## src/rtl/dds_freq_meter_if.sv

```systemverilog
// rtl/dds_freq_meter_if.sv - sample stream in, measurement results out for dds_freq_meter
interface dds_freq_meter_if #(
   parameter int INC_WIDTH    = 32,
   parameter int SAMPLE_WIDTH = 14,
   parameter int CNT_WIDTH    = 32
);
   logic                           enable;
   logic                           valid;
   logic signed [SAMPLE_WIDTH-1:0] sample;
   logic [INC_WIDTH-1:0]           incremento;
   logic [CNT_WIDTH-1:0]           periodo;
   logic                           result_valid;
   logic                           busy;
   logic                           timeout;
   logic [2:0]                     leds;

   modport master (
      output enable, valid, sample,
      input  incremento, periodo, result_valid, busy, timeout, leds
   );

   modport slave (
      input  enable, valid, sample,
      output incremento, periodo, result_valid, busy, timeout, leds
   );
endinterface

```

## src/rtl/dds_freq_meter.sv

```systemverilog
// rtl/dds_freq_meter.sv - measures a signed sine stream's period and recovers its DDS tuning word
module dds_freq_meter #(
   parameter int INC_WIDTH    = 32,
   parameter int SAMPLE_WIDTH = 14,
   parameter int LOG2_PERIODS = 4,
   parameter int CNT_WIDTH    = 32,
   parameter int HYST         = 64
) (
   input logic              clk,
   input logic              rst,
   dds_freq_meter_if.slave  bus
);
   localparam int QW = INC_WIDTH + LOG2_PERIODS + 1;
   localparam int SW = $clog2(QW + 1);
   localparam logic [SW-1:0] LAST_STEP = SW'(QW - 1);
   localparam logic [LOG2_PERIODS-1:0] PER_LAST = '1;
   localparam logic signed [SAMPLE_WIDTH-1:0] NEG_HYST = SAMPLE_WIDTH'(-HYST);

   typedef enum logic [2:0] {
      IDLE    = 3'd0,
      SYNC    = 3'd1,
      MEASURE = 3'd2,
      DIVIDE  = 3'd3,
      DONE    = 3'd4,
      TIMEOUT = 3'd5
   } state_t;

   state_t                  state;
   logic                    armed;
   logic [CNT_WIDTH-1:0]    cnt;
   logic [CNT_WIDTH-1:0]    n_lat;
   logic [LOG2_PERIODS-1:0] per;
   logic [CNT_WIDTH-1:0]    rem;
   logic [QW-1:0]           quot;
   logic [SW-1:0]           step;

   logic                    below;
   logic                    xing;
   logic                    rem_ge;
   logic                    sat;
   logic [CNT_WIDTH:0]      rem_shift;

   // The dividend 2**(QW-1) has only its top bit set, so it enters on the first step only.
   always_comb begin
      below     = bus.sample < NEG_HYST;
      xing      = bus.valid && armed && !bus.sample[SAMPLE_WIDTH-1];
      rem_shift = {rem, (step == '0)};
      rem_ge    = rem_shift >= {1'b0, n_lat};
      sat       = |quot[QW-1:INC_WIDTH];
   end

   assign bus.leds = state;
   assign bus.busy = (state != IDLE);

   always_ff @(posedge clk) begin
      if (rst) begin
         state            <= IDLE;
         armed            <= 1'b0;
         cnt              <= '0;
         n_lat            <= '0;
         per              <= '0;
         rem              <= '0;
         quot             <= '0;
         step             <= '0;
         bus.incremento   <= '0;
         bus.periodo      <= '0;
         bus.result_valid <= 1'b0;
         bus.timeout      <= 1'b0;
      end else begin
         bus.result_valid <= 1'b0;
         if (!bus.enable) begin
            state <= IDLE;
         end else begin
            case (state)
               IDLE: begin
                  state <= SYNC;
                  cnt   <= '0;
                  armed <= 1'b0;
               end
               SYNC: begin
                  if (bus.valid) begin
                     if (cnt == '1) begin
                        state <= TIMEOUT;
                     end else if (xing) begin
                        state <= MEASURE;
                        cnt   <= '0;
                        per   <= '0;
                        armed <= 1'b0;
                     end else begin
                        cnt <= cnt + 1'b1;
                        if (below) armed <= 1'b1;
                     end
                  end
               end
               MEASURE: begin
                  if (bus.valid) begin
                     if (cnt == '1) begin
                        state <= TIMEOUT;
                     end else begin
                        cnt <= cnt + 1'b1;
                        if (xing) begin
                           armed <= 1'b0;
                           per   <= per + 1'b1;
                           // N includes the final crossing sample itself.
                           if (per == PER_LAST) begin
                              state <= DIVIDE;
                              n_lat <= cnt + 1'b1;
                              rem   <= '0;
                              quot  <= '0;
                              step  <= '0;
                           end
                        end else if (below) begin
                           armed <= 1'b1;
                        end
                     end
                  end
               end
               DIVIDE: begin
                  rem  <= CNT_WIDTH'(rem_ge ? rem_shift - {1'b0, n_lat} : rem_shift);
                  quot <= {quot[QW-2:0], rem_ge};
                  step <= step + 1'b1;
                  if (step == LAST_STEP) state <= DONE;
               end
               DONE: begin
                  bus.result_valid <= 1'b1;
                  bus.periodo      <= n_lat;
                  bus.timeout      <= 1'b0;
                  bus.incremento   <= sat ? '1 : quot[INC_WIDTH-1:0];
                  state            <= SYNC;
                  cnt              <= '0;
                  armed            <= 1'b0;
               end
               TIMEOUT: begin
                  bus.timeout <= 1'b1;
                  state       <= SYNC;
                  cnt         <= '0;
                  armed       <= 1'b0;
               end
               default: state <= IDLE;
            endcase
         end
      end
   end
endmodule

```

## src/flat_wrapper.sv

```systemverilog
// flat-port wrapper written by rule: the top's interface ports become plain ports
module dds_freq_meter_flat 
#(
   parameter int INC_WIDTH    = 32,
   parameter int SAMPLE_WIDTH = 14,
   parameter int LOG2_PERIODS = 4,
   parameter int CNT_WIDTH    = 32,
   parameter int HYST         = 64
)
  (clk, rst, bus_enable, bus_valid, bus_sample, bus_incremento, bus_periodo, bus_result_valid, bus_busy, bus_timeout, bus_leds);
  dds_freq_meter_if #(.INC_WIDTH(INC_WIDTH), .SAMPLE_WIDTH(SAMPLE_WIDTH), .CNT_WIDTH(CNT_WIDTH)) bus_i ();
  input logic clk;
  input logic rst;
  input wire logic [$bits(bus_i.enable)-1:0] bus_enable;
  input wire logic [$bits(bus_i.valid)-1:0] bus_valid;
  input wire logic [$bits(bus_i.sample)-1:0] bus_sample;
  output wire logic [$bits(bus_i.incremento)-1:0] bus_incremento;
  output wire logic [$bits(bus_i.periodo)-1:0] bus_periodo;
  output wire logic [$bits(bus_i.result_valid)-1:0] bus_result_valid;
  output wire logic [$bits(bus_i.busy)-1:0] bus_busy;
  output wire logic [$bits(bus_i.timeout)-1:0] bus_timeout;
  output wire logic [$bits(bus_i.leds)-1:0] bus_leds;
  assign bus_i.enable = bus_enable;
  assign bus_i.valid = bus_valid;
  assign bus_i.sample = bus_sample;
  assign bus_incremento = bus_i.incremento;
  assign bus_periodo = bus_i.periodo;
  assign bus_result_valid = bus_i.result_valid;
  assign bus_busy = bus_i.busy;
  assign bus_timeout = bus_i.timeout;
  assign bus_leds = bus_i.leds;
  dds_freq_meter #(.INC_WIDTH(INC_WIDTH), .SAMPLE_WIDTH(SAMPLE_WIDTH), .LOG2_PERIODS(LOG2_PERIODS), .CNT_WIDTH(CNT_WIDTH), .HYST(HYST)) u_core (.clk(clk), .rst(rst), .bus(bus_i));
endmodule
```

## config.mk

```make
export PLATFORM = sky130hd
export DESIGN_NAME = dds_freq_meter_flat
export DESIGN_NICKNAME = d
export VERILOG_FILES = /design/src/rtl/dds_freq_meter_if.sv /design/src/rtl/dds_freq_meter.sv /design/src/flat_wrapper.sv
export SDC_FILE = /design/constraint.sdc
export NUM_CORES = 1
export LEC_CHECK = 0
export ABC_AREA = 1
export CORE_AREA = 2 2 168 137
export CTS_CLUSTER_SIZE = 10
export DETAILED_ROUTE_END_ITERATION = 10
export DIE_AREA = 0 0 170 139
export PLACE_DENSITY = 0.73
export SLEW_MARGIN = 15
export SYNTH_ARGS = -nofsm -noshare
export SYNTH_HDL_FRONTEND = slang
export SYNTH_SLANG_ARGS = --single-unit
```

## constraint.sdc

```tcl
create_clock -name clk -period 2.6 [get_ports clk]
set_input_delay 0.39 -clock clk [delete_from_list [all_inputs] [get_ports clk]]
set_output_delay 0.39 -clock clk [all_outputs]
set_load 0.02 [all_outputs]
```

; Word level (Yosys, flattened, before mapping)
; Cells that the tools add are included.
; Widths: inputs -> output; s select.
[totals]
inputBits = 18
register_bits = 213
out_inout_bits = 70
word_cells = 111
[op_classes]
bitwise = 2
eq_ne = 22
addsub = 4
magnitude_cmp = 2
n_mux = 46
reduce_logical = 23
[ops]
columns = op, n
row1 = $mux 32, 11
row2 = $mux 37, 4
row3 = $pmux 32 s3, 1
row4 = $pmux 37 s2, 1
row5 = $pmux 32 s2, 1
row6 = $ge 33x32->1, 1
row7 = $add 32x1->32 const B, 1
row8 = $eq 32x32->1 const B, 1
row9 = $sub 32x32->32, 1
row10 = $mux 3, 8
row11 = $mux 4, 6
row12 = $mux 6, 4
row13 = $reduce_and 6->1, 4
row14 = $lt 14x7->1 const B, 1
row15 = $ne 3x1->1 const B, 4
row16 = $pmux 3 s4, 1
row17 = $pmux 6 s2, 1
row18 = $ne 2x1->1 const B, 5
row19 = $ne 2x2->1 const B, 5
row20 = $pmux 4 s2, 1
row21 = $reduce_and 8->1, 1
row22 = $reduce_bool 2->1, 4
row23 = $add 6x1->6 const B, 1
row24 = $eq 3x2->1 const B, 2
row25 = other kinds (18), 29

; Depth between registers and ports, before layout
[logic_depth]
ltp_word = 6
ltp_mapped = 19
mapped_depth_nobuf = 19

; Least setup slack after synthesis
; OpenSTA, ideal clock, no wires.
[synth_timing]
path_type = flip-flop to flip-flop
startpoint = register u_core.step[0]
endpoint = register u_core.rem[28]
path_buffers = 0
stages_incl_launch_ff = 19
setup_slack_ps = 287
t_arrival_ps = 2242
synth_period_minus_slack_ps = 2313
t_required_ps = 2530
setup_ps = 70
path_cell_list = dfxtp_1 > inv_1 > ha_1 > nor3b_1 > nand3_1 > ha_1 > inv_1 > fa_1 > nand3_1 > nand3_1 > nand3_1 > nand3_1 > nand2_1 > nand2_1 > nand2_1 > nand2_1 > nand2_1 > nand3_1 > a21oi_1
[synth_between]
elab_chain_len = 4
word_cells_on_any_way = 5
cone_classes = 1 x add/sub / 1 x order compare / 2 x mux / 1 x reduce/logical
[synth_rtl]
columns = item, line
row1 = start: declaration, dds_freq_meter.sv:35  ; logic [SW-1:0] step;
row2 = start signal: assignment, dds_freq_meter.sv:121  ; step <= step + 1'b1;
row3 = $logic_not 6->1 (*), dds_freq_meter.sv:47  ; rem_shift = {rem, (step == '0)};
row4 = $sub 32x32->32 or $ge 33x32->1 (tied branches), "dds_freq_meter.sv:119, dds_freq_meter.sv:48"
row5 = $mux 32 (*), dds_freq_meter.sv:119  ; rem <= CNT_WIDTH'(rem_ge ? rem_shift - {1'b0, n_lat} : rem_shift);
row6 = $pmux 32 s2 (*), dds_freq_meter.sv:74  ; case (state)
row7 = end signal: assignment, dds_freq_meter.sv:119
row8 = end: declaration, dds_freq_meter.sv:33  ; logic [CNT_WIDTH-1:0] rem;
; Mark *: on every way between the ends. The rest lies on a longest branch, timed or not.
; A chain may end at the register's enable or synchronous reset.

; Worst setup path in the final report
[layout_timing]
startpoint = register u_core.step[0]
endpoint = register u_core.rem[16]
; Same word-level chain as after synthesis.

==> impl_summary.txt <==
----------------------------------------------------
[Die]
  Die area ... approximately 24000 um2
  Chip width ... roughly 170 um
  Starting density of the core ... a little over half
  Vertical die dimension ... around 140 um
  Core Rows ... 49
  Number of I/O pins ... 88
  Floorplan core area ... around 22000 um2

[Worst setup path]
  Required arrival time at the worst endpoint ... ~3000 ps
  Reg-to-reg critical path startpoint ... u_core.step[0]
  Critical path capture point type ... register
  Launching element of the worst setup path ... u_core.step[0]
  Reg-to-reg slack, setup ... between 100 and 150 ps
  Worst Reg2Reg Path Length in Cells ... 17
  Critical path class ... reg2reg
  Highest fanout seen on the critical path ... 9
  Critical Path AT ... roughly 2900 ps
  R2R Path End ... u_core.rem[16]
  Startpoint type of the worst setup path ... register

[Placed design]
  Dpl ws ... -16.7 ps
  Sum of net half-perimeters after detailed placement ... roughly 23 mm
  Global placement routability congestion ... roughly 0.98
  Cell Count Post-Placement ... around 2000
  Count of port buffers added during placement ... 81

[Synthesis]
  Adder-Cell Fraction of Synth Area ... a little over 4%
  Post-Syn Nets ... 1776
  Asr flop ratio synth ... 0%
  Synth unique cells ... 40
  Yosys reg bits ... 213
  Number of enable-type register cells in the synthesized netlist ... 0
  Mapped Area ... about 12000 um2
  Dominant synthesized flop cell ... dfxtp_1
  Portion of the post-synthesis area used by sequential elements ... between 30% and 40%
  Simple logic cell fraction of the synthesized area ... 31.4%
  Xor/xnor cell area share of the yosys netlist ... 3.50%
  Mean cell area of the mapped netlist ... around 6.7 um2
  Syn Inst Count ... around 1700
  Yosys warning total ... 0
  Main combinational cell family by area after synthesis ... simple AND/OR/NAND/NOR gates
  Proportion of synthesized area in mux cells ... 0%
  Area fraction in compound gates after synthesis ... a little over an eighth

[Min path]
  Classification of the worst-slack hold path ... in2reg
  Worst hold endpoint ... u_core.cnt[16]
  Hold Path Depth ... 2
  Startpoint of the tightest hold check path ... rst

[Run]
  Max-cap violations ... 0

[STA]
  Final WS setup ... 125 ps
  Worst setup skew after layout ... roughly 13 ps
  Setup repair after global routing missed its margin ... true
  Fraction of the cycle the final worst path needs ... 95.2%
  Headroom to the max-slew limit ... 42.5%
  Final Max Tran Viols ... 0
  Min cycle time layout ... about 2500 ps
  Final number of setup-violating endpoints ... 0
  Hold Worst Slack ... 269 ps
  Max frequency ... a little over 400 MHz
  Worst Tran Pin Value ... 862 ps
  Number of hold violations in the final report ... 0

[Final layout]
  Total of fill cells in the finished design ... ~2100
  Filler-free cell count of the finished design ... approximately 2100
  Most frequent standard cell in the layout excluding fill and tap cells ... nand2_1
  Count of nets after finishing ... 1859
  Utilization after layout ... 62.2%
  Ratio of cells with drive above 1 in the final layout ... under 10%
  ANT cells ... 0
  Area growth, synth to finish ... 19.3%
  Highest-count cells in the layout ignoring fill and taps ... nand2_1 (459), dfxtp_1 (212), inv_1 (210)

[Routing]
  Iter 0 DRT Violations ... approximately 1100
  Via-to-Cell Ratio ... between 5 and 6
  Via Count ... around 11000
  Final wirelength ... about 32 mm
  ANT nets after route ... 0
  Routed wire length per instance ... 15.5 um
  Detailed-route DRC error count ... 0
  1st-pass router iterations ... 5

[Clocking]
  Clock sink total ... between 200 and 250
  Clock insertion delay at the later pin of the skew report ... between 500 and 600 ps
  CTS tree ... done
  Maximum number of buffers from clock root to sink ... 3
  Number of buffers added by the clock tree synthesis step ... 26
  Buffer cell driving the clock tree root ... clkbuf_16
  Number of H-tree branching levels ... 1
  Clock input transition at the sequential cells of the worst setup and hold paths ... about 60 ps

[Power and ir drop]
  Fraction of power consumed by the clock network ... a little over two fifths
  Total internal power ... about 5.6 mW
  Net load switching power ... roughly 2.1 mW
  Portion of total power attributed to combinational logic ... between 10% and 20%
  Cell leakage power ... approximately 5.7 nW
  Sequential fraction of design power ... a little over two fifths
  Power density normalized to cell area ... 558 nW/um2
  Worst vdd rail ir drop ... 868 uV
  Switching share of power ... 27.4%

[Status]
  Run status ... finished clean

[Global routing]
  Antenna violations before repair ... 0
  Pin count of the biggest net entering global routing ... 79
  Overall overflow remaining after global route ... 0
  Number of global-route vias before repair ... 10500
  First-pass GRT wire length ... ~52 mm
  GRT Resource Usage Total ... between 20% and 30%

----------------------------------------------------
## through the flow
step | TNS [ps] | cell area (um2) | total power, mW
CTS | 0 | 13500 | 7.72
floorplan | 0 | 11500 | 4.09
global route | -198 | 13700 | 7.96
global placement | 0 | 12700 | 4.36
finish | 0 | 13700 | 7.67
detailed placement | -24.2 | 12700 | 4.38
## flip-flops by register name (all words and copies together), names as in the netlist
name	flops
u_core.armed	1
u_core.n_lat	32
u_core.quot	37
u_core.bus.leds	3
u_core.bus.periodo	32
u_core.per	4
u_core.bus.result_valid	1
u_core.step	6
u_core.rem	32
u_core.bus.incremento	32
u_core.bus.timeout	1
u_core.cnt	32
## Yosys cell counts, drive strengths merged, types with 2 or more instances
cell,n,area (um2)
o21ai,105,526
a211oi,2,15.0
dfxtp,213,4260
xnor2,27,236
buf,43,248
nand2,476,1800
nand3b,36,270
and2,3,18.8
nor2,110,440
o21bai,2,15.0
clkbuf,33,125
a21oi,190,951
nand3,117,591
inv,222,833
ha,36,450
nor3,28,145
nor3b,4,35.0
and3,3,18.8
xor2,19,166
nand4,44,294
## layer usage
| metal | track usage [%] | wire, um |
|---|---|---|
| met5 | 0 | 0 |
| met4 | 7.74 | 789 |
| met3 | 4.22 | 2290 |
| met2 | 41.0 | 14300 |
| met1 | 39.1 | 15000 |
## area by class of cell
cell class / instances / area [um2] / area share, %
clock inverters: 4 / 97.6 / 0.711
well taps: 280 / 350 / 2.55
multi-input cells: 1209 / 6190 / 45.1
flip-flops and latches: 213 / 4270 / 31.1
clock buffers: 30 / 666 / 4.85
repair buffers: 131 / 1330 / 9.68
inverters: 223 / 837 / 6.10
## timing repair
item,in CTS,in global routing
pin swaps,1,4
gates resized for setup,7,37
hold buffers,0,0
setup endpoints to repair,32,33
buffers inserted,0,2
cloned,0,3
## logic make-up (layout without fill, tap and decap cells)
group | Yosys count | after routing
buffers and inverters | 299 | 388
and+or+nand+nor | 822 | 822
AOI/OAI and AO/OA | 304 | 304
xor gates and xnor gates | 46 | 46
DFF | 213 | 213
adders and majority gates | 37 | 37
## worst max path at each step
stage                      to  slack, ps
2_1_floorplan  u_core.rem[28]        290
3_3_place_gp   u_core.rem[12]         20
3_5_place_dp   u_core.rem[22]        -20
4_1_cts        u_core.rem[20]          8
5_1_grt        u_core.rem[21]        -50
6_report       u_core.rem[16]        120
## power groups by stage
| stage | Clock (mW) | Combinational [mW] | Sequential (mW) |
|---|---|---|---|
| 2_1_floorplan | 0 | 0.666 | 3.42 |
| 3_3_place_gp | 0 | 0.956 | 3.41 |
| 3_5_place_dp | 0 | 0.972 | 3.41 |
| 4_1_cts | 3.41 | 0.973 | 3.34 |
| 5_1_grt | 3.55 | 1.07 | 3.34 |
| 6_report | 3.34 | 0.986 | 3.34 |
## worst max-delay path, stage by stage (launching register included)
cell and delay [ps]:
dfxtp_2 320, inv_2 70, ha_4 130, nor3b_4 200
nand3_2 170, ha_4 320, inv_2 40, nor2_4 100
nand2_1 70, nor2_1 90, nand3_1 110, nand3_2 110
nor2_4 60, nand2_4 160, clkbuf_16 190, nand2_1 60
nand3_1 70, a21oi_1 60
Power figures use the tool's default switching activity.
==> patch 1 (same flow settings) <==
`HYST` is set to 64 in 2 places; all go to 32.
--- a/src/rtl/dds_freq_meter.sv
+++ b/src/rtl/dds_freq_meter.sv
@@ -5,5 +5,5 @@
    parameter int LOG2_PERIODS = 4,
    parameter int CNT_WIDTH    = 32,
-   parameter int HYST         = 64
+   parameter int HYST         = 32
 ) (
    input logic              clk,
--- a/src/flat_wrapper.sv
+++ b/src/flat_wrapper.sv
@@ -6,5 +6,5 @@
    parameter int LOG2_PERIODS = 4,
    parameter int CNT_WIDTH    = 32,
-   parameter int HYST         = 64
+   parameter int HYST         = 32
 )
   (clk, rst, bus_enable, bus_valid, bus_sample, bus_incremento, bus_periodo, bus_result_valid, bus_busy, bus_timeout, bus_leds);
Check against the original RTL: not equivalent (a bounded check fails within 4 cycles, from zero or initial values and one cycle with rst high).
==> patch 1 against the unedited design <==
Non-clock buffer count decreased by 1; routed wire length increased by 2.6%; largest cell class unchanged; synthesized area increased by 0.39%; sequential power about the same; cell area decreased by 0.37%; critical path type unchanged; via count increased by 1.3%; clock power decreased by 5%; clock skew increased by 0.0092 ns; count of clock-buffer cells in the layout unchanged; total power decreased by 1.9%; sequential cell count unchanged; worst setup slack improved by 0.041 ns.
==> patch 1: results (changes against the unedited design) <==
* Top cells by count, synth: 495 x nand2_1, 213 x dfxtp_1, 197 x inv_1
* Delay contributed by the slowest stage of the critical path at 0.40 ns (+0.08 ns)
* Multi-input combinational cell area at 6300 µm² (+1.8%)
* Number of gates resized after cts at 12 (+5)
* Share of the synthesized area in compound gates (AO/OA/AOI/OAI) at 13.5% (about the same)
* Worst setup slack before clock tree synthesis at -0.196 ns (-0.179 ns)
* Leak pwr at 5.79 nW (+1.0%)
* Clock buffer and inverter area fraction after layout at 5.33% (-0.23 points)
* HPWL after detailed placement at 23.5 mm (+2.7%)
* Vias per std cell at 5.45 (-0.25%)
* Net count of the mapped netlist at 1814 (+2.1%)
* Number of global-route vias before repair at 10604 (+1.5%)
* Adder and majority gate portion of the synthesized area at 4.07% (-0.016 points)
* Biggest fanout along the worst timing path at 17 (+8)
* Xor/xnor share of the synthesized area at 3.18% (-0.32 points)
* Result of the run: completed
* Detailed Route Iter0 Violations at 928 (-15%)
* Non-CTS buffers at 130 (-0.76%)
* Sequential share of the synthesized area at 36.9% (-0.14 points)
* Wire length of the first global-routing pass at 53.9 mm (+2.7%)
* Clock Skews at 0.0221 ns (+0.00917 ns)
* Global Route Usage Sum at 28.0% (+1.1 points)
* Layout inverter count without the clock tree at 204 (-8.5%)
* Net total in the final layout at 1892 (+1.8%)
* Share of final-layout standard cells stronger than drive strength 1 at 6.84% (-1.1 points)
* Most area-consuming cells after synthesis: dfxtp_1 37%, nand2_1 16%, a21oi_1 8.1%
* Multi-input combinational gate total at 1262 (+4.4%)
* Routability congestion estimate at 0.990 (+1.4%)
* Seq cells at 213 (unchanged)
* Combinational cell fraction of total power at 13.2% (+0.3 points)
* Post-CTS repair timing setup buffer count at 1 (+1)
* Distinct cell type count after synthesis at 39 (-2.5%)
* Worst path arrival time at 2.82 ns (-0.07 ns)
* Worst vdd rail ir drop at 0.000465 V (-46%)
-- patch 1: worst paths after layout --
check / start / to / slack, ns / depth (start not counted)
worst min-delay path: rst / u_core.quot[26]$_SDFFE_PP0P_ / 0.29 / 2
worst max register to register: u_core.n_lat[20]$_SDFFE_PP0P_ / u_core.rem[20]$_SDFFE_PP0P_ / 0.17 / 14
worst min register to register: u_core.bus.timeout$_SDFFE_PP0P_ / u_core.bus.timeout$_SDFFE_PP0P_ / 0.46 / 2
worst max-delay path: u_core.n_lat[20]$_SDFFE_PP0P_ / u_core.rem[20]$_SDFFE_PP0P_ / 0.17 / 14
-- patch 1: through the flow --
stage                     setup TNS, ns  hold WS [ns]  instances  instance area [µm²]  power (mW)
final                                 0         0.286       2122                13700        7.52
after global routing                  0         0.291       2122                13700        7.80
after detailed placement          -1.03         0.456       2089                12800        4.38
after CTS                             0         0.276       2123                13600        7.55
after floorplan                       0         0.444       1759                11600        4.08
after global placement           -0.755         0.455       2089                12800        4.38
-- patch 1: worst reg2reg max path: stages, from the launching register on --
cell     delay [ns]
dfxtp_1        0.30
inv_1          0.09
ha_1           0.40
nand2_1        0.14
nor2_1         0.22
nand2_1        0.12
nor2_1         0.19
nand2_1        0.12
nand2_1        0.12
nor2_4         0.06
nand2_2        0.13
buf_12         0.17
nand2_1        0.09
nand3_1        0.07
a21oi_1        0.08
-- patch 1: routing by layer --
layer,track usage [%],share of wire [%]
met5,0,0
met4,7.65,2.8
met3,5.76,8.7
met2,42.8,42
met1,40.0,46
-- patch 1: cells by family (layout without fill, tap and decap cells) --
kind of cell    count (synthesis)  in the layout
simple gates                  880            880
buf+inv                       284            367
xor+xnor                       42             42
fa+ha+maj                      37             37
flops                         213            213
compound gates                303            303
==> patch 2 (same settings) <==
Without the edit above. Reset style: asynchronous (`rst`), changed in one clocked block.
--- a/src/rtl/dds_freq_meter.sv
+++ b/src/rtl/dds_freq_meter.sv
@@ -53,5 +53,5 @@
    assign bus.busy = (state != IDLE);
 
-   always_ff @(posedge clk) begin
+   always_ff @(posedge clk or posedge rst) begin
       if (rst) begin
          state            <= IDLE;
Behaviour: differs if rst is asserted again (counterexample within 4 cycles, from zero or initial values and one cycle with rst high); with rst held inactive, the same outputs for 4 cycles.
==> patch 2 against the unedited design <==
Synthesized area up 8.6%; critical path depth up 1; via count down 3.4%; clock skew up 0.0043 ns; cell area up 6.5%; routed wire length down 1.3%; sequential power up 3%; sequential share of layout area up 5.4 points; worst setup slack better by 0.040 ns; cell count up 0.81%; total power down 5.6%; non-clock buffer count down 5; count of clock-buffer cells in the layout down 2; sequential cell count unchanged.
==> patch 2: results (changes against the unedited design) <==
* Result of the run: completed
* Number of fill cells at 1944 (-5.5%)
* Minimum hold slack at 0.139 ns (-0.131 ns)
* Switching Fraction at 25.1% (-2.4 points)
* Number of global-route vias before repair at 10586 (+1.3%)
* Count of cells along the worst register-to-register path at 18 (+1)
* Vias per std cell at 5.24 (-4.1%)
* Top cells by count, synth: 664 x nand2_1, 213 x dfrtp_1, 213 x inv_1
* Slowest CP cell: dfrtp_1
* Worst vdd rail ir drop at 0.000517 V (-40%)
* Storage cell area at 5330 µm² (+25%)
* Clock Skews at 0.0172 ns (+0.00435 ns)
* Number of antenna violations at the first check in global routing at 0 (unchanged)
* Slack of the worst reg-to-reg path at 0.16 ns (+0.04 ns)
* HPWL after detailed placement at 24.0 mm (+4.6%)
* Xor/xnor share of the synthesized area at 3.22% (-0.28 points)
* Total wirelength of the detailed-routed design at 32.0 mm (-1.3%)
* Total length of routed met3 wires at 1.75 mm (-24%)
* Detailed Route Iter0 Violations at 993 (-9.2%)
* GRT met2 Usage at 42.4% (+1.5 points)
* Met1 Resource Use GR at 42.1% (+3.0 points)
* Cell area after placement at 13800 µm² (+8.4%)
* Critical register-to-register path startpoint: u_core.step[0]$_DFFE_PP0P_
* Cell count after synthesis at 1718 (-0.17%)
* Global Route Usage Sum at 27.8% (+1.0 points)
* Placed cell count at 2072 (+1.0%)
* Final antenna diode count at 0 (unchanged)
* GR Util met3 at 3.85% (-0.37 points)
* Share of final-layout standard cells stronger than drive strength 1 at 10.0% (+2.1 points)
* Net count of the mapped netlist at 1773 (-0.17%)
* Delay contributed by the slowest stage of the critical path at 0.34 ns (+0.02 ns)
* Worst setup slack before clock tree synthesis at -0.0327 ns (-0.0159 ns)
* Share of the synthesized area in compound gates (AO/OA/AOI/OAI) at 6.65% (-6.8 points)
* Most area-consuming cells after synthesis: dfrtp_1 43%, nand2_1 20%, inv_1 6.4%
* Number of gates resized after cts at 3 (-4)
* Filler-free cell count of the finished design at 2107 (+0.81%)
* Slew at the pin with the worst max-slew slack at 0.571 ns (-0.291 ns)
* Count of final setup violators at 0 (unchanged)
* Maximum number of pins on one net before global-route repair at 89 (+13%)
* Wire length of the first global-routing pass at 53.3 mm (+1.6%)
* Leak pwr at 7.70 nW (+34%)
* Worst path arrival time at 2.86 ns (-0.03 ns)
* Distinct cell type count after synthesis at 45 (+13%)
* Primary FF master, synth: dfrtp_1
* Highest clock frequency the design can meet at 0.411 GHz (+1.6%)
* Buffers added on ports at 81 (unchanged)
* Net total in the final layout at 1877 (+0.97%)
* Biggest fanout along the worst timing path at 4 (-5)
* Routability congestion estimate at 0.976 (about the same)
* FFs w/ async S/R, synth at 100% (+100 points)
* Type of the worst min-delay path: in -> async
* Post-CTS repair timing setup buffer count at 0 (unchanged)
## patch 2: cell types whose count changed after synthesis, moves of 8 or more
cell      unedited run  this run
dfxtp_1            213         0
nand3_1            116        92
nand3b_1            36        28
buf_2               27        14
nand2_2              4        56
nand2_1            472       664
nand4_1             41        19
a21oi_1            190        21
dfrtp_1              0       213
o21ai_1              0        33
nor3_1              27         8
clkbuf_1            32        22
## patch 2: power by group through the flow
stage	logic, mW	clock network (mW)	registers [mW]
after floorplan	0.376	0	3.53
after global placement	0.652	0	3.48
after detailed placement	0.661	0	3.49
after CTS	0.665	3.21	3.43
after global routing	0.740	3.35	3.43
final	0.662	3.15	3.43
## patch 2: layout make-up
cell class	count	share of cell area, %
timing repair buffer	126	8.85
sequential	213	36.4
inverter	221	5.71
tap	280	2.40
clock buffer	28	4.57
clock inverter	5	0.359
multi-input combinational	1234	41.7
